### config.mk
export PLATFORM = sky130hd
export DESIGN_NAME = button_pulse_gen
export DESIGN_NICKNAME = d
export VERILOG_FILES = /design/src/rtl/button_pulse_gen.sv
export SDC_FILE = /design/constraint.sdc
export NUM_CORES = 1
export LEC_CHECK = 0
export BUFFER_PORTS_ARGS = -buffer_cell sky130_fd_sc_hd__buf_2
export CAP_MARGIN = 20
export CORE_ASPECT_RATIO = 0.5
export CORE_MARGIN = 2
export CORE_UTILIZATION = 40
export DETAILED_ROUTE_END_ITERATION = 6
export PLACE_DENSITY_LB_ADDON = 0.12
export RECOVER_POWER = 25
export SYNTH_ARGS = -nofsm -noshare
export SYNTH_HDL_FRONTEND = slang
export SYNTH_SLANG_ARGS = --single-unit
export TNS_END_PERCENT = 30
### constraint.sdc
create_clock -name clk -period 3.7 [get_ports clk]
set_input_delay 0.555 -clock clk [delete_from_list [all_inputs] [get_ports clk]]
set_output_delay 0.555 -clock clk [all_outputs]
set_load 0.05 [all_outputs]
### src/rtl/button_pulse_gen.sv
// button_pulse_gen: per-button two-flop synchronizer, debounce counter and press/release FSM
// producing registered one-cycle pushed/released strobes and a debounced held level.
module button_pulse_gen #(
   parameter int NUM_BTN         = 5,
   parameter int DEBOUNCE_CYCLES = 120000
) (
   input  logic               clk,
   input  logic               rst,
   input  logic [NUM_BTN-1:0] btn_raw,
   output logic [NUM_BTN-1:0] pushed,
   output logic [NUM_BTN-1:0] released,
   output logic [NUM_BTN-1:0] held
);
   localparam int CNT_W = $clog2(DEBOUNCE_CYCLES + 1);
   localparam logic [CNT_W-1:0] DB = CNT_W'(DEBOUNCE_CYCLES);
   typedef enum logic [1:0] {RELEASED, PRESS_WAIT, PRESSED, RELEASE_WAIT} state_t;
   logic [NUM_BTN-1:0] sync1, sync2, push_n, rel_n, held_n;
   state_t state [NUM_BTN];
   state_t state_n [NUM_BTN];
   logic [CNT_W-1:0] cnt [NUM_BTN];
   logic [CNT_W-1:0] cnt_n [NUM_BTN];
   logic [CNT_W-1:0] cnt_inc;
   logic hi, move, done;
   always_ff @(posedge clk) begin
      if (rst) begin
         sync1 <= '0;
         sync2 <= '0;
      end else begin
         sync1 <= btn_raw;
         sync2 <= sync1;
      end
   end
   // RELEASED/PRESSED hold cnt at 0, so the first differing sample counts as cnt=1,
   // which also covers the single-cycle debounce shortcut.
   always_comb begin
      push_n  = '0;
      rel_n   = '0;
      held_n  = '0;
      hi      = 1'b0;
      move    = 1'b0;
      done    = 1'b0;
      cnt_inc = '0;
      for (int i = 0; i < NUM_BTN; i++) begin
         hi         = state[i] == PRESSED || state[i] == RELEASE_WAIT;
         move       = hi ^ sync2[i];
         cnt_inc    = cnt[i] + 1'b1;
         done       = move && cnt_inc == DB;
         state_n[i] = !move ? (hi ? PRESSED : RELEASED) :
                      done  ? (hi ? RELEASED : PRESSED) :
                              (hi ? RELEASE_WAIT : PRESS_WAIT);
         cnt_n[i]   = (move && !done) ? cnt_inc : '0;
         push_n[i]  = done && !hi;
         rel_n[i]   = done && hi;
         held_n[i]  = state_n[i] == PRESSED || state_n[i] == RELEASE_WAIT;
      end
   end
   always_ff @(posedge clk) begin
      if (rst) begin
         for (int i = 0; i < NUM_BTN; i++) begin
            state[i] <= RELEASED;
            cnt[i]   <= '0;
         end
         pushed   <= '0;
         released <= '0;
         held     <= '0;
      end else begin
         state    <= state_n;
         cnt      <= cnt_n;
         pushed   <= push_n;
         released <= rel_n;
         held     <= held_n;
      end
   end
endmodule

==> results of run 1 <==
==> final cells by class <==
cell class	count	area, um2
inverters	19	71.3
clock buffers	13	250
clock inverters	3	43.8
repair buffers	24	108
multi-input cells	480	3050
well taps	176	220
fillers	1359	7560
flip-flops and latches	110	2200
==> kinds of logic after synthesis <==
family,synth area share
AND/OR/NAND/NOR,0.308
flip-flops,0.399
XOR/XNOR,0.119
AO/OA/AOI/OAI,0.0860
buffers and inverters,0.0465
multiplexers,0.0200
adder cells (fa/ha/maj),0.0204
==> per-layer routing <==
metal	vias to the layer above	track usage	share of wire
li1	2224	-	-
met1	1982	0.206	0.52
met2	52	0.242	0.42
met3	13	0.0423	0.036
met4	0	0.0505	0.017
met5	-	0	0
==> cell usage in the layout (no fill, tap or decap), types with 4 or more instances in the layout <==
cell type	Yosys	layout
sky130_fd_sc_hd__inv_1	19	19
sky130_fd_sc_hd__nor3_1	39	39
sky130_fd_sc_hd__nand3_1	38	38
sky130_fd_sc_hd__clkbuf_1	16	19
sky130_fd_sc_hd__nand2_1	33	33
sky130_fd_sc_hd__mux2i_1	7	7
sky130_fd_sc_hd__xor2_1	26	26
sky130_fd_sc_hd__nor3b_1	6	6
sky130_fd_sc_hd__nor4_1	11	11
sky130_fd_sc_hd__and3_1	11	11
sky130_fd_sc_hd__nand4_1	16	16
sky130_fd_sc_hd__a211oi_1	5	5
sky130_fd_sc_hd__and4_1	5	5
sky130_fd_sc_hd__or2_2	6	6
sky130_fd_sc_hd__a21oi_1	15	15
sky130_fd_sc_hd__dfxtp_1	110	110
sky130_fd_sc_hd__or3_1	6	6
sky130_fd_sc_hd__o21ai_0	7	7
sky130_fd_sc_hd__o21a_1	4	4
sky130_fd_sc_hd__nor2_1	92	92
sky130_fd_sc_hd__clkbuf_16	0	9
sky130_fd_sc_hd__nand2b_1	9	9
sky130_fd_sc_hd__nor2b_1	11	11
sky130_fd_sc_hd__xnor2_1	49	49
sky130_fd_sc_hd__ha_1	9	9
sky130_fd_sc_hd__nor2_2	7	7
sky130_fd_sc_hd__buf_2	10	5
sky130_fd_sc_hd__a31oi_1	4	4
sky130_fd_sc_hd__a21o_1	5	5
==> worst max-delay path: cells and delay by family, from the launching register on <==
kind,cells,cell delay (ns)
AOI/OAI and AO/OA,3,1.31
and+or+nand+nor,3,0.69
DFF,1,0.41
adders and majority gates,1,0.29
==> where the power goes <==
part           internal (mW)  leakage (nW)  switching [mW]
Clock                  0.545         0.144           0.419
Sequential              1.19         0.888         0.00478
Combinational        0.00990         0.785          0.0183
==> stage by stage <==
step | hold slack, ns | utilization | total power, mW | instance area, um2 | std cells
global route | 0.427 | 0.440 | 2.28 | 5950 | 825
detailed placement | 0.428 | 0.420 | 1.25 | 5680 | 809
finish | 0.423 | 0.440 | 2.19 | 5950 | 825
global placement | 0.416 | 0.420 | 1.25 | 5680 | 809
floorplan | 0.414 | - | 1.24 | 5510 | 644
CTS | 0.409 | 0.442 | 2.23 | 5970 | 825
==> synth_stat cells (3+ instances only) <==
cell / instances
sky130_fd_sc_hd__nor3b_1: 6
sky130_fd_sc_hd__a21oi_1: 15
sky130_fd_sc_hd__xor2_1: 26
sky130_fd_sc_hd__a21o_1: 5
sky130_fd_sc_hd__and4_1: 5
sky130_fd_sc_hd__clkbuf_1: 16
sky130_fd_sc_hd__dfxtp_1: 110
sky130_fd_sc_hd__ha_1: 9
sky130_fd_sc_hd__and3_1: 11
sky130_fd_sc_hd__nand4_1: 16
sky130_fd_sc_hd__buf_6: 3
sky130_fd_sc_hd__nor3_1: 39
sky130_fd_sc_hd__and4_4: 3
sky130_fd_sc_hd__nor4b_1: 3
sky130_fd_sc_hd__nor4_1: 11
sky130_fd_sc_hd__nor2b_1: 11
sky130_fd_sc_hd__a31o_2: 3
sky130_fd_sc_hd__nor2_2: 7
sky130_fd_sc_hd__or2_2: 6
sky130_fd_sc_hd__mux2i_1: 7
sky130_fd_sc_hd__a211oi_1: 5
sky130_fd_sc_hd__xnor2_1: 49
sky130_fd_sc_hd__nand2_1: 33
sky130_fd_sc_hd__nand3_1: 38
sky130_fd_sc_hd__a31oi_1: 4
sky130_fd_sc_hd__or3_1: 6
sky130_fd_sc_hd__buf_2: 10
sky130_fd_sc_hd__inv_1: 19
sky130_fd_sc_hd__or4b_1: 3
sky130_fd_sc_hd__nor2_1: 92
sky130_fd_sc_hd__buf_4: 5
sky130_fd_sc_hd__nand2b_1: 9
sky130_fd_sc_hd__o21ai_0: 7
sky130_fd_sc_hd__or2_1: 3
sky130_fd_sc_hd__o21a_1: 4
==> flip-flops by register name, indices dropped and copies added (netlist names) <==
| register | cells |
|---|---|
| sync1 | 5 |
| held | 1 |
| pushed | 5 |
| cnt | 85 |
| state | 4 |
| released | 5 |
| sync2 | 5 |
==> final timing paths <==
kind	startpoint	end	slack [ns]	cells after the start
max	cnt[0]$_SDFF_PP0_	cnt[5]$_SDFF_PP0_	0.87	7
min reg2reg	sync1[4]$_SDFF_PP0_	sync2[4]$_SDFF_PP0_	0.44	1
max reg2reg	cnt[0]$_SDFF_PP0_	cnt[5]$_SDFF_PP0_	0.87	7
min	btn_raw[1]	sync1[1]$_SDFF_PP0_	0.42	2
==> impl_metrics.prom, run 1 <==
# TYPE chip_impl_metric gauge
chip_impl_metric{name="place_congestion",unit=""} 0.842
chip_impl_metric{name="timing.final.ws_setup",unit="ns"} 0.867
chip_impl_metric{name="setup_violations",unit=""} 0
chip_impl_info{name="netlist.top_cell.by_area",value="sky130_fd_sc_hd__dfxtp_1"} 1
chip_impl_info{name="root_buffer",value="sky130_fd_sc_hd__clkbuf_16"} 1
chip_impl_metric{name="crit_path_max_fanout",unit=""} 15
chip_impl_info{name="rsz_0062_raised_after_global_routing",value="false"} 1
chip_impl_metric{name="routed_wl",unit="um"} 10500
chip_impl_metric{name="num_antenna_cells",unit=""} 0
chip_impl_metric{name="static-leakage-power",unit="nW"} 1.82
chip_impl_metric{name="clk_pin_slew_worst_paths",unit="ns"} 0.07
chip_impl_metric{name="post_synth_num_cell_types",unit=""} 70
chip_impl_metric{name="fin_crit_sh",unit=""} 0.766
chip_impl_metric{name="cts_resized",unit=""} 0
chip_impl_metric{name="dp_slack",unit="ns"} 0.851
chip_impl_metric{name="syn_to_final_growth",unit="%"} 7.92
chip_impl_metric{name="cts_setup_buffers",unit=""} 0
chip_impl_metric{name="port_buffers",unit=""} 21
chip_impl_metric{name="synth_async_sr_flop_share",unit=""} 0
chip_impl_info{name="timing.critical_path.slowest_stage_cell",value="sky130_fd_sc_hd__o21ai_2"} 1
chip_impl_metric{name="maximum_cell_stage_delay_along_the_critical_path",unit="ns"} 0.61
chip_impl_metric{name="clock-skew-final",unit="ns"} 0.0102
chip_impl_info{name="yosys_most_used_dff",value="sky130_fd_sc_hd__dfxtp_1"} 1
chip_impl_metric{name="drtPass1Iterations",unit=""} 4
chip_impl_metric{name="peak_clock_frequency_supported_by_timing",unit="MHz"} 353
chip_impl_metric{name="drt_first_iter_violations",unit=""} 281
chip_impl_metric{name="htree_levels",unit=""} 3
chip_impl_metric{name="synth.yosys.seq_area_share",unit=""} 0.399
chip_impl_info{name="crit_path_capture_type",value="flop"} 1
chip_impl_metric{name="grt_antenna_before_repair",unit=""} 0
chip_impl_metric{name="post_route_cells_drive_above_1_share",unit=""} 0.0817
chip_impl_metric{name="fp.coreArea",unit="um2"} 13500
chip_impl_metric{name="routed_via_density",unit=""} 5.18
chip_impl_metric{name="worst_slew_margin_rel",unit=""} 0.0647
chip_impl_metric{name="route.vias.total",unit=""} 4271
chip_impl_metric{name="synth_top_area_share",unit=""} 0.399
chip_impl_metric{name="ys.warnings.count",unit=""} 0
chip_impl_metric{name="timing_hold_violations_final",unit=""} 0
chip_impl_metric{name="syn_nets",unit=""} 660
chip_impl_info{name="path_cells",value="ha_1 > nand3_1 > or3_1 > a2111oi_0 > o2111ai_1 > o21ai_2 > nor2_1"} 1
chip_impl_metric{name="synth.cell_area",unit="um2"} 5510
chip_impl_metric{name="grt_first_pass_wirelength",unit="um"} 18300
chip_impl_metric{name="route.antenna.remaining_nets",unit=""} 0
chip_impl_metric{name="critPathRequiredTime",unit="ns"} 3.90
chip_impl_metric{name="clk_latency",unit="ns"} 0.34
chip_impl_metric{name="peakVddDrop",unit="V"} 0.000209
chip_impl_info{name="status",value="complete, no violations"} 1
chip_impl_info{name="crit_path_start_kind",value="flop"} 1
chip_impl_info{name="synthTopCellsByArea",value="sky130_fd_sc_hd__dfxtp_1 (40%), sky130_fd_sc_hd__xnor2_1 (7.8%), sky130_fd_sc_hd__nor2_1 (6.3%)"} 1
chip_impl_metric{name="floorplan.die.height",unit="um"} 87.0
chip_impl_metric{name="synth_edf_count",unit=""} 0
chip_impl_metric{name="avgSynthCellArea",unit="um2"} 8.56
chip_impl_metric{name="grt_max_degree",unit=""} 31
chip_impl_metric{name="postSynthRegisterBits",unit=""} 110
chip_impl_metric{name="die_w",unit="um"} 170
chip_impl_metric{name="post_drt_wl_per_cell",unit="um"} 12.8
chip_impl_metric{name="power.density",unit="nW/um2"} 368
chip_impl_metric{name="dieArea",unit="um2"} 14800
chip_impl_metric{name="dp_hpwl",unit="um"} 7420
chip_impl_info{name="path_class",value="reg2reg"} 1
chip_impl_metric{name="crit_arrival",unit="ns"} 3.03
chip_impl_metric{name="final_net_count",unit=""} 660
chip_impl_metric{name="tritoncts.num_buffers",unit=""} 9
chip_impl_metric{name="period_needed",unit="ns"} 2.83
chip_impl_metric{name="design.portCount",unit=""} 22
chip_impl_metric{name="floorplan.rows",unit=""} 30
chip_impl_metric{name="initial_core_util",unit=""} 0.408
chip_impl_metric{name="tightest_slew",unit="ns"} 1.40
chip_impl_metric{name="clock_sinks",unit=""} 110
chip_impl_metric{name="holdBufCountCts",unit=""} 0
chip_impl_metric{name="syn-instance-count",unit=""} 644
chip_impl_metric{name="clock_path_buffers",unit=""} 2
chip_impl_metric{name="number_of_pins_with_negative_max_slew_slack_in_the_final_report",unit=""} 0
chip_impl_metric{name="drc",unit=""} 0
chip_impl_metric{name="groute.usage.overall",unit=""} 0.154
chip_impl_metric{name="number_of_global_route_vias_before_repair",unit=""} 3881
chip_impl_metric{name="post_route_setup_tns",unit="ns"} 0
chip_impl_info{name="worst_min_delay_path_category",value="in2reg"} 1
chip_impl_info{name="tritoncts",value="yes"} 1
chip_impl_metric{name="reported_max_cap_violation_count",unit=""} 0
chip_impl_metric{name="global_route.overflow_total",unit=""} 0
(Power assumes the default switching activity.)
==> inputs of run 2 (changes only) <==
==> constraint.sdc (replaced) <==
create_clock -name clk -period 2.29 [get_ports clk]
set_input_delay 0.3435 -clock clk [delete_from_list [all_inputs] [get_ports clk]]
set_output_delay 0.3435 -clock clk [all_outputs]
set_load 0.05 [all_outputs]
==> run 2 against run 1 <==
Net effect:
- the flow now finishes with violations (setup timing)
- via count up 9.2%
- hold slack worse by 0.21 ns
- sequential share of layout area down 5.3 points
- maximum frequency up 19%
- power up 56%
- critical path type unchanged
==> impl_metrics.prom, run 2 (synthesis gave the netlist of run 1 again) <==
# TYPE chip_impl_metric gauge
chip_impl_metric{name="post_drt_wl_per_cell",unit="um"} 12.9
chip_impl_info{name="root_buffer",value="sky130_fd_sc_hd__clkbuf_16"} 1
chip_impl_metric{name="post_route_setup_tns",unit="ns"} -0.550
chip_impl_metric{name="route.antenna.remaining_nets",unit=""} 0
chip_impl_metric{name="final_instance_area",unit="um2"} 7070
chip_impl_metric{name="wl_met1",unit="um"} 6150
chip_impl_metric{name="postPlaceCellArea",unit="um2"} 6400
chip_impl_info{name="regToRegStartpoint",value="cnt[43]$_SDFF_PP0_"} 1
chip_impl_info{name="layout.cells.most_common",value="sky130_fd_sc_hd__buf_4"} 1
chip_impl_metric{name="fin_worst_hold_slack",unit="ns"} 0.211
chip_impl_metric{name="global_route.overflow_total",unit=""} 0
chip_impl_metric{name="dieArea",unit="um2"} 14800
chip_impl_metric{name="routed_via_density",unit=""} 5.01
chip_impl_metric{name="timing.reg2reg.worst_path_depth",unit=""} 6
chip_impl_metric{name="die_w",unit="um"} 170
chip_impl_metric{name="crit_arrival",unit="ns"} 2.65
chip_impl_info{name="top_register",value="cnt"} 1
chip_impl_info{name="path_class",value="reg2reg"} 1
chip_impl_metric{name="period_needed",unit="ns"} 2.37
chip_impl_metric{name="static-leakage-power",unit="nW"} 2.54
chip_impl_info{name="crit_path_capture_type",value="flop"} 1
chip_impl_metric{name="power.density",unit="nW/um2"} 482
chip_impl_metric{name="timing.final.ws_setup",unit="ns"} -0.0841
chip_impl_metric{name="area.sequential",unit="um2"} 2240
chip_impl_metric{name="drt_first_iter_violations",unit=""} 259
chip_impl_metric{name="clock-skew-final",unit="ns"} 0.00721
chip_impl_metric{name="setup_violations",unit=""} 17
chip_impl_metric{name="largest_register_ff_count",unit=""} 85
chip_impl_metric{name="met2_length",unit="um"} 5430
chip_impl_info{name="crit_path_start_kind",value="flop"} 1
chip_impl_metric{name="met3WireLength",unit="um"} 258
chip_impl_metric{name="tritoncts.num_buffers",unit=""} 9
chip_impl_info{name="layout.cells.most_common_list",value="sky130_fd_sc_hd__buf_4 (103), sky130_fd_sc_hd__nor2_1 (90), sky130_fd_sc_hd__dfxtp_1 (89)"} 1
chip_impl_metric{name="number_of_global_route_vias_before_repair",unit=""} 4418
chip_impl_metric{name="holdBufCountCts",unit=""} 0
chip_impl_metric{name="number_of_pins_with_negative_max_slew_slack_in_the_final_report",unit=""} 0
chip_impl_metric{name="routed_wl",unit="um"} 12000
chip_impl_metric{name="groute.usage.overall",unit=""} 0.169
chip_impl_info{name="failing_checks",value="setup timing"} 1
chip_impl_metric{name="dp_hpwl",unit="um"} 8740
chip_impl_metric{name="layoutNonFillerInstCount",unit=""} 931
chip_impl_metric{name="critPathRequiredTime",unit="ns"} 2.56
chip_impl_info{name="rsz_0062_raised_after_global_routing",value="true"} 1
chip_impl_info{name="worstHoldEndpoint",value="sync1[0]$_SDFF_PP0_"} 1
chip_impl_metric{name="drtPass1Iterations",unit=""} 4
chip_impl_info{name="holdCritStartpoint",value="btn_raw[0]"} 1
chip_impl_metric{name="floorplan.rows",unit=""} 30
chip_impl_metric{name="dp_slack",unit="ns"} -0.338
chip_impl_metric{name="place_congestion",unit=""} 0.799
chip_impl_metric{name="peak_clock_frequency_supported_by_timing",unit="MHz"} 421
chip_impl_metric{name="fill_cells",unit=""} 1263
chip_impl_metric{name="tightest_slew",unit="ns"} 0.706
chip_impl_metric{name="num_antenna_cells",unit=""} 0
chip_impl_metric{name="fin_crit_sh",unit=""} 1.04
chip_impl_metric{name="grt_antenna_before_repair",unit=""} 0
chip_impl_metric{name="reported_max_cap_violation_count",unit=""} 0
chip_impl_metric{name="peakVddDrop",unit="V"} 0.000374
chip_impl_info{name="tritoncts",value="yes"} 1
chip_impl_info{name="top_layer_used",value="met4"} 1
chip_impl_metric{name="initial_core_util",unit=""} 0.408
chip_impl_metric{name="final_net_count",unit=""} 766
chip_impl_metric{name="placedCellCount",unit=""} 903
chip_impl_metric{name="crit_path_max_fanout",unit=""} 4
chip_impl_metric{name="syn_to_final_growth",unit="%"} 28.3
chip_impl_metric{name="grt_first_pass_wirelength",unit="um"} 20400
chip_impl_metric{name="clock_sinks",unit=""} 110
chip_impl_metric{name="multiInputGateArea",unit="um2"} 3320
chip_impl_info{name="worst_r2r_endpoint",value="state[5]$_SDFF_PP0_"} 1
chip_impl_metric{name="floorplan.die.height",unit="um"} 87.0
chip_impl_metric{name="whs_path_depth",unit=""} 2
chip_impl_info{name="status",value="complete, but fails checks"} 1
chip_impl_info{name="worst_min_delay_path_category",value="in2reg"} 1
chip_impl_metric{name="reg2reg_setup_slack",unit="ns"} -0.08
chip_impl_metric{name="grt_max_degree",unit=""} 20
chip_impl_metric{name="clk_pin_slew_worst_paths",unit="ns"} 0.07
chip_impl_metric{name="clk_latency",unit="ns"} 0.34
chip_impl_metric{name="post_route_cells_drive_above_1_share",unit=""} 0.305
chip_impl_metric{name="fp.coreArea",unit="um2"} 13500
chip_impl_metric{name="timing_hold_violations_final",unit=""} 0
chip_impl_metric{name="design.portCount",unit=""} 22
chip_impl_metric{name="drc",unit=""} 0
chip_impl_metric{name="htree_levels",unit=""} 3
chip_impl_metric{name="worst_slew_margin_rel",unit=""} 0.527
chip_impl_metric{name="route.vias.total",unit=""} 4662
chip_impl_metric{name="clock_path_buffers",unit=""} 2
chip_impl_metric{name="port_buffers",unit=""} 21
[run 2: changes by cell type in the layout (fill, tap and decap cells not counted), sizes merged]
| cell | previous run | this run |
|---|---|---|
| clkbuf | 29 | 11 |
| inv | 19 | 20 |
| bufinv | 1 | 0 |
| buf | 8 | 130 |
| clkinvlp | 0 | 2 |
[run 2: per-stage QoR]
step                power [mW]  utilization
finish                    3.41        0.523
global route              3.55        0.523
detailed placement        2.03        0.474
floorplan                 2.01            -
CTS                       3.47        0.505
global placement          2.03        0.474
[run 2: what timing repair did]
action                                  in CTS  in global routing
gates resized for setup                     35                 36
endpoints found under the setup margin      50                 78
buffers inserted                             3                  9
pin swaps                                   10                 15
hold endpoints to repair                     0                  0
[run 2: worst max-delay path by stage]
| stage | start | end | slack (ns) | depth (start not counted) |
|---|---|---|---|---|
| CTS | cnt[36]$_SDFF_PP0_ | state[5]$_SDFF_PP0_ | -0.07 | 6 |
| detailed placement | cnt[68]$_SDFF_PP0_ | cnt[82]$_SDFF_PP0_ | -0.34 | 7 |
| global placement | cnt[68]$_SDFF_PP0_ | cnt[82]$_SDFF_PP0_ | -0.30 | 7 |
| finish | cnt[43]$_SDFF_PP0_ | state[5]$_SDFF_PP0_ | -0.08 | 6 |
| floorplan | cnt[36]$_SDFF_PP0_ | cnt[44]$_SDFF_PP0_ | -0.12 | 8 |
| global route | cnt[45]$_SDFF_PP0_ | state[5]$_SDFF_PP0_ | -0.16 | 6 |
[run 2: report_power, final]
part	switching (mW)	leakage (nW)	internal, mW	total [mW]
Sequential	0.00652	0.901	1.92	1.92
Clock	0.691	0.126	0.740	1.43
Combinational	0.0344	1.51	0.0237	0.0581
Total	0.732	2.54	2.68	3.41
[run 2: layer usage]
layer,GRT usage,up-vias
met1,0.226,2153
li1,-,2447
met5,0,-
met2,0.284,50
met4,0.0420,0
met3,0.0345,12
[run 2: layout make-up]
| type | instances | area share |
|---|---|---|
| clock buffer | 11 | 0.0329 |
| timing repair buffer | 130 | 0.135 |
| clock inverter | 5 | 0.00478 |
| tap | 176 | 0.0311 |
| sequential | 110 | 0.317 |
| multi-input combinational | 480 | 0.469 |
| inverter | 19 | 0.0101 |
[run 2: worst max-delay path, stage by stage (launching register included)]
cell	delay, ns
sky130_fd_sc_hd__dfxtp_1	0.35
sky130_fd_sc_hd__and4_4	0.22
sky130_fd_sc_hd__and4_4	0.23
sky130_fd_sc_hd__mux2_4	0.29
sky130_fd_sc_hd__or4b_4	0.56
sky130_fd_sc_hd__or4b_1	0.53
sky130_fd_sc_hd__a21oi_2	0.12
==> inputs of run 3 (changes only) <==
--- a/config.mk
+++ b/config.mk
@@ -5,6 +5,7 @@
 export SDC_FILE = /design/constraint.sdc
 export NUM_CORES = 1
 export LEC_CHECK = 0
+export ABC_AREA = 1
 export BUFFER_PORTS_ARGS = -buffer_cell sky130_fd_sc_hd__buf_2
 export CAP_MARGIN = 20
 export CORE_ASPECT_RATIO = 0.5
==> run 3 against run 2 <==
Net effect:
- the flow now finishes without violations
- hold slack got worse by 0.0016 ns
- register-to-register slack improved by 0.36 ns
- first-iteration DRC count decreased by 7.3%
- die area increased by 2.7%
- via count increased by 1.5%
- sequential power about the same
- combinational power decreased by 19%
- power increased by 3.4%
- global-route usage decreased by 1.8 points
==> impl_metrics.prom, run 3 <==
# TYPE chip_impl_metric gauge
chip_impl_metric{name="power.density",unit="nW/um2"} 569
chip_impl_metric{name="timing_hold_violations_final",unit=""} 0
chip_impl_metric{name="crit_path_max_fanout",unit=""} 16
chip_impl_metric{name="peak_clock_frequency_supported_by_timing",unit="MHz"} 496
chip_impl_metric{name="synth.yosys.seq_area_share",unit=""} 0.389
chip_impl_metric{name="tightest_slew",unit="ns"} 0.934
chip_impl_metric{name="power.net_switching",unit="mW"} 0.720
chip_impl_info{name="worst_r2r_endpoint",value="cnt[16]$_SDFF_PP0_"} 1
chip_impl_metric{name="number_of_pins_with_negative_max_slew_slack_in_the_final_report",unit=""} 0
chip_impl_metric{name="critPathRequiredTime",unit="ns"} 2.51
chip_impl_metric{name="reg2reg_setup_slack",unit="ns"} 0.27
chip_impl_metric{name="holdBufCountCts",unit=""} 0
chip_impl_metric{name="static-leakage-power",unit="nW"} 2.28
chip_impl_metric{name="tritoncts.num_buffers",unit=""} 9
chip_impl_metric{name="grt_antenna_before_repair",unit=""} 0
chip_impl_metric{name="avgSynthCellArea",unit="um2"} 6.59
chip_impl_metric{name="cellInternalPower",unit="mW"} 2.81
chip_impl_metric{name="share_clk_of_total_power",unit=""} 0.440
chip_impl_info{name="regToRegStartpoint",value="cnt[0]$_SDFF_PP0_"} 1
chip_impl_info{name="crit_path_capture_type",value="flop"} 1
chip_impl_info{name="tritoncts",value="yes"} 1
chip_impl_metric{name="fin_worst_hold_slack",unit="ns"} 0.209
chip_impl_info{name="yosys_most_used_dff",value="sky130_fd_sc_hd__dfxtp_1"} 1
chip_impl_metric{name="syn-instance-count",unit=""} 860
chip_impl_metric{name="synth_async_sr_flop_share",unit=""} 0
chip_impl_info{name="rsz_0062_raised_after_global_routing",value="false"} 1
chip_impl_info{name="synthTopCellsByArea",value="sky130_fd_sc_hd__dfxtp_1 (39%), sky130_fd_sc_hd__nand2_1 (15%), sky130_fd_sc_hd__nor2_1 (12%)"} 1
chip_impl_metric{name="floorplan.rows",unit=""} 30
chip_impl_metric{name="dieArea",unit="um2"} 15200
chip_impl_metric{name="crit_arrival",unit="ns"} 2.24
chip_impl_metric{name="timing.final.ws_setup",unit="ns"} 0.272
chip_impl_metric{name="peakVddDrop",unit="V"} 0.000370
chip_impl_metric{name="clock_path_buffers",unit=""} 2
chip_impl_metric{name="design.portCount",unit=""} 22
chip_impl_metric{name="p_sw_frac",unit=""} 0.204
chip_impl_metric{name="reported_max_cap_violation_count",unit=""} 0
chip_impl_metric{name="clk_latency",unit="ns"} 0.34
chip_impl_metric{name="routed_via_density",unit=""} 4.40
chip_impl_metric{name="final_instance_area",unit="um2"} 6200
chip_impl_info{name="root_buffer",value="sky130_fd_sc_hd__clkbuf_16"} 1
chip_impl_metric{name="cts_resized",unit=""} 0
chip_impl_info{name="worstSetupEndpoint",value="cnt[16]$_SDFF_PP0_"} 1
chip_impl_metric{name="synth_edf_count",unit=""} 0
chip_impl_info{name="netlist.top_cell.by_area",value="sky130_fd_sc_hd__dfxtp_1"} 1
chip_impl_metric{name="dp_hpwl",unit="um"} 7990
chip_impl_info{name="worst_setup_path_startpoint",value="cnt[0]$_SDFF_PP0_"} 1
chip_impl_metric{name="fp.coreArea",unit="um2"} 13700
chip_impl_metric{name="postSynthRegisterBits",unit=""} 110
chip_impl_info{name="synth_common_cells",value="sky130_fd_sc_hd__nand2_1 (231), sky130_fd_sc_hd__nor2_1 (179), sky130_fd_sc_hd__inv_1 (144), sky130_fd_sc_hd__dfxtp_1 (110), sky130_fd_sc_hd__nand3_1 (48)"} 1
chip_impl_metric{name="post_route_setup_tns",unit="ns"} 0
chip_impl_metric{name="dp_slack",unit="ns"} 0.215
chip_impl_metric{name="setup_violations",unit=""} 0
chip_impl_metric{name="floorplan.die.height",unit="um"} 88.2
chip_impl_metric{name="route.antenna.remaining_nets",unit=""} 0
chip_impl_metric{name="timing.reg2reg.worst_path_depth",unit=""} 11
chip_impl_metric{name="final_net_count",unit=""} 896
chip_impl_metric{name="route.vias.total",unit=""} 4730
chip_impl_metric{name="drc",unit=""} 0
chip_impl_metric{name="htree_levels",unit=""} 3
chip_impl_info{name="crit_path_start_kind",value="flop"} 1
chip_impl_metric{name="syn_nets",unit=""} 876
chip_impl_info{name="status",value="complete, no violations"} 1
chip_impl_metric{name="synth_top_area_share",unit=""} 0.389
chip_impl_metric{name="clock-skew-final",unit="ns"} 0.00553
chip_impl_metric{name="syn_to_final_growth",unit="%"} 9.38
chip_impl_info{name="top_register",value="cnt"} 1
chip_impl_metric{name="grt_max_degree",unit=""} 24
chip_impl_metric{name="cts_setup_buffers",unit=""} 0
chip_impl_metric{name="synth.cell_area",unit="um2"} 5670
chip_impl_metric{name="clock_sinks",unit=""} 110
chip_impl_metric{name="number_of_global_route_vias_before_repair",unit=""} 4328
chip_impl_metric{name="clk_pin_slew_worst_paths",unit="ns"} 0.07
chip_impl_metric{name="fill_cells",unit=""} 1465
chip_impl_metric{name="power_frac_comb",unit=""} 0.013
chip_impl_metric{name="drt_first_iter_violations",unit=""} 240
chip_impl_metric{name="ys.warnings.count",unit=""} 0
chip_impl_metric{name="groute.usage.overall",unit=""} 0.151
chip_impl_metric{name="initial_core_util",unit=""} 0.414
chip_impl_info{name="layout.cells.most_common",value="sky130_fd_sc_hd__nand2_1"} 1
chip_impl_metric{name="port_buffers",unit=""} 21
chip_impl_metric{name="grt_first_pass_wirelength",unit="um"} 18500
chip_impl_metric{name="drtPass1Iterations",unit=""} 4
chip_impl_info{name="worst_min_delay_path_category",value="in2reg"} 1
chip_impl_metric{name="num_antenna_cells",unit=""} 0
chip_impl_metric{name="die_w",unit="um"} 172
chip_impl_metric{name="global_route.overflow_total",unit=""} 0
chip_impl_metric{name="postPlaceCellArea",unit="um2"} 5910
chip_impl_metric{name="post_drt_wl_per_cell",unit="um"} 9.81
chip_impl_info{name="synth.most_common_cell",value="sky130_fd_sc_hd__nand2_1"} 1
chip_impl_metric{name="largest_register_ff_count",unit=""} 85
chip_impl_info{name="path_class",value="reg2reg"} 1
chip_impl_metric{name="period_needed",unit="ns"} 2.02
chip_impl_info{name="layout.cells.most_common_list",value="sky130_fd_sc_hd__nand2_1 (231), sky130_fd_sc_hd__nor2_1 (179), sky130_fd_sc_hd__inv_1 (144)"} 1
chip_impl_metric{name="post_synth_num_cell_types",unit=""} 27
chip_impl_metric{name="post_route_cells_drive_above_1_share",unit=""} 0.0792
chip_impl_metric{name="place_congestion",unit=""} 0.782
chip_impl_metric{name="fin_crit_sh",unit=""} 0.881
chip_impl_metric{name="power.sequential.fraction",unit=""} 0.547
chip_impl_metric{name="worst_slew_margin_rel",unit=""} 0.377
chip_impl_metric{name="routed_wl",unit="um"} 10600
## run 3: cell count changes in the layout (fill, tap and decap cells not counted), sizes merged, moves of 16 or more
cell and change:
buf -125, clkbuf +16, inv +126, nand2 +207, nand3 +18, nor2 +110
nor3 -32, xnor2 -45
## run 3: worst max-delay path, stage by stage (launching register included)
cell and delay, ns:
sky130_fd_sc_hd__dfxtp_1 0.41, sky130_fd_sc_hd__ha_1 0.22, sky130_fd_sc_hd__nand2_1 0.09, sky130_fd_sc_hd__nor2_2 0.21
sky130_fd_sc_hd__nand2_1 0.11, sky130_fd_sc_hd__inv_1 0.08, sky130_fd_sc_hd__nand3_1 0.09, sky130_fd_sc_hd__xor2_1 0.19
sky130_fd_sc_hd__nor2_4 0.15, sky130_fd_sc_hd__nand3_4 0.12, sky130_fd_sc_hd__nand2_8 0.16, sky130_fd_sc_hd__nor2_1 0.06
## run 3: cell type report
class / instances / area [um2] / area share
tap: 192 / 240 / 0.0388
clock inverter: 4 / 47.5 / 0.00767
clock buffer: 11 / 243 / 0.0392
timing repair buffer: 21 / 85.1 / 0.0137
inverter: 147 / 552 / 0.0890
multi-input combinational: 591 / 2830 / 0.456
sequential: 110 / 2200 / 0.355
## run 3: worst min path at each step
stage                              from             endpoint  slack [ns]  cells after the start
CTS                          btn_raw[2]  sync1[2]$_SDFF_PP0_        0.20                      3
global placement    sync1[1]$_SDFF_PP0_  sync2[1]$_SDFF_PP0_        0.39                      2
finish                       btn_raw[2]  sync1[2]$_SDFF_PP0_        0.21                      3
floorplan           sync1[0]$_SDFF_PP0_  sync2[0]$_SDFF_PP0_        0.39                      2
detailed placement  sync1[2]$_SDFF_PP0_  sync2[2]$_SDFF_PP0_        0.39                      2
global route                 btn_raw[0]  sync1[0]$_SDFF_PP0_        0.21                      3
## run 3: logic make-up after synthesis
| kind of cell | after synthesis | share of synthesized area |
|---|---|---|
| XOR/XNOR | 22 | 0.0340 |
| buffers and inverters | 159 | 0.115 |
| adder cells (fa/ha/maj) | 9 | 0.0199 |
| flip-flops | 110 | 0.389 |
| AO/OA/AOI/OAI | 22 | 0.0212 |
| AND/OR/NAND/NOR | 538 | 0.421 |
## run 3: metrics by stage
stage	std cells	total power, mW	util
3_5_place_dp	1061	2.02	0.431
6_report	1076	3.53	0.452
5_1_grt	1076	3.67	0.452
2_1_floorplan	860	2.01	-
4_1_cts	1076	3.58	0.453
3_3_place_gp	1061	2.02	0.431
## run 3: routing by layer
layer | GRT usage | part of all wire
met2 | 0.270 | 0.46
met4 | 0.0344 | 0.0082
met1 | 0.188 | 0.50
met3 | 0.0357 | 0.026
met5 | 0 | 0
## run 3: power groups by stage
stage | clock [mW] | sequential, mW | combinational [mW]
finish | 1.55 | 1.93 | 0.0470
global route | 1.68 | 1.93 | 0.0553
CTS | 1.60 | 1.93 | 0.0474
detailed placement | 0 | 1.97 | 0.0474
global placement | 0 | 1.97 | 0.0466
floorplan | 0 | 1.97 | 0.0371
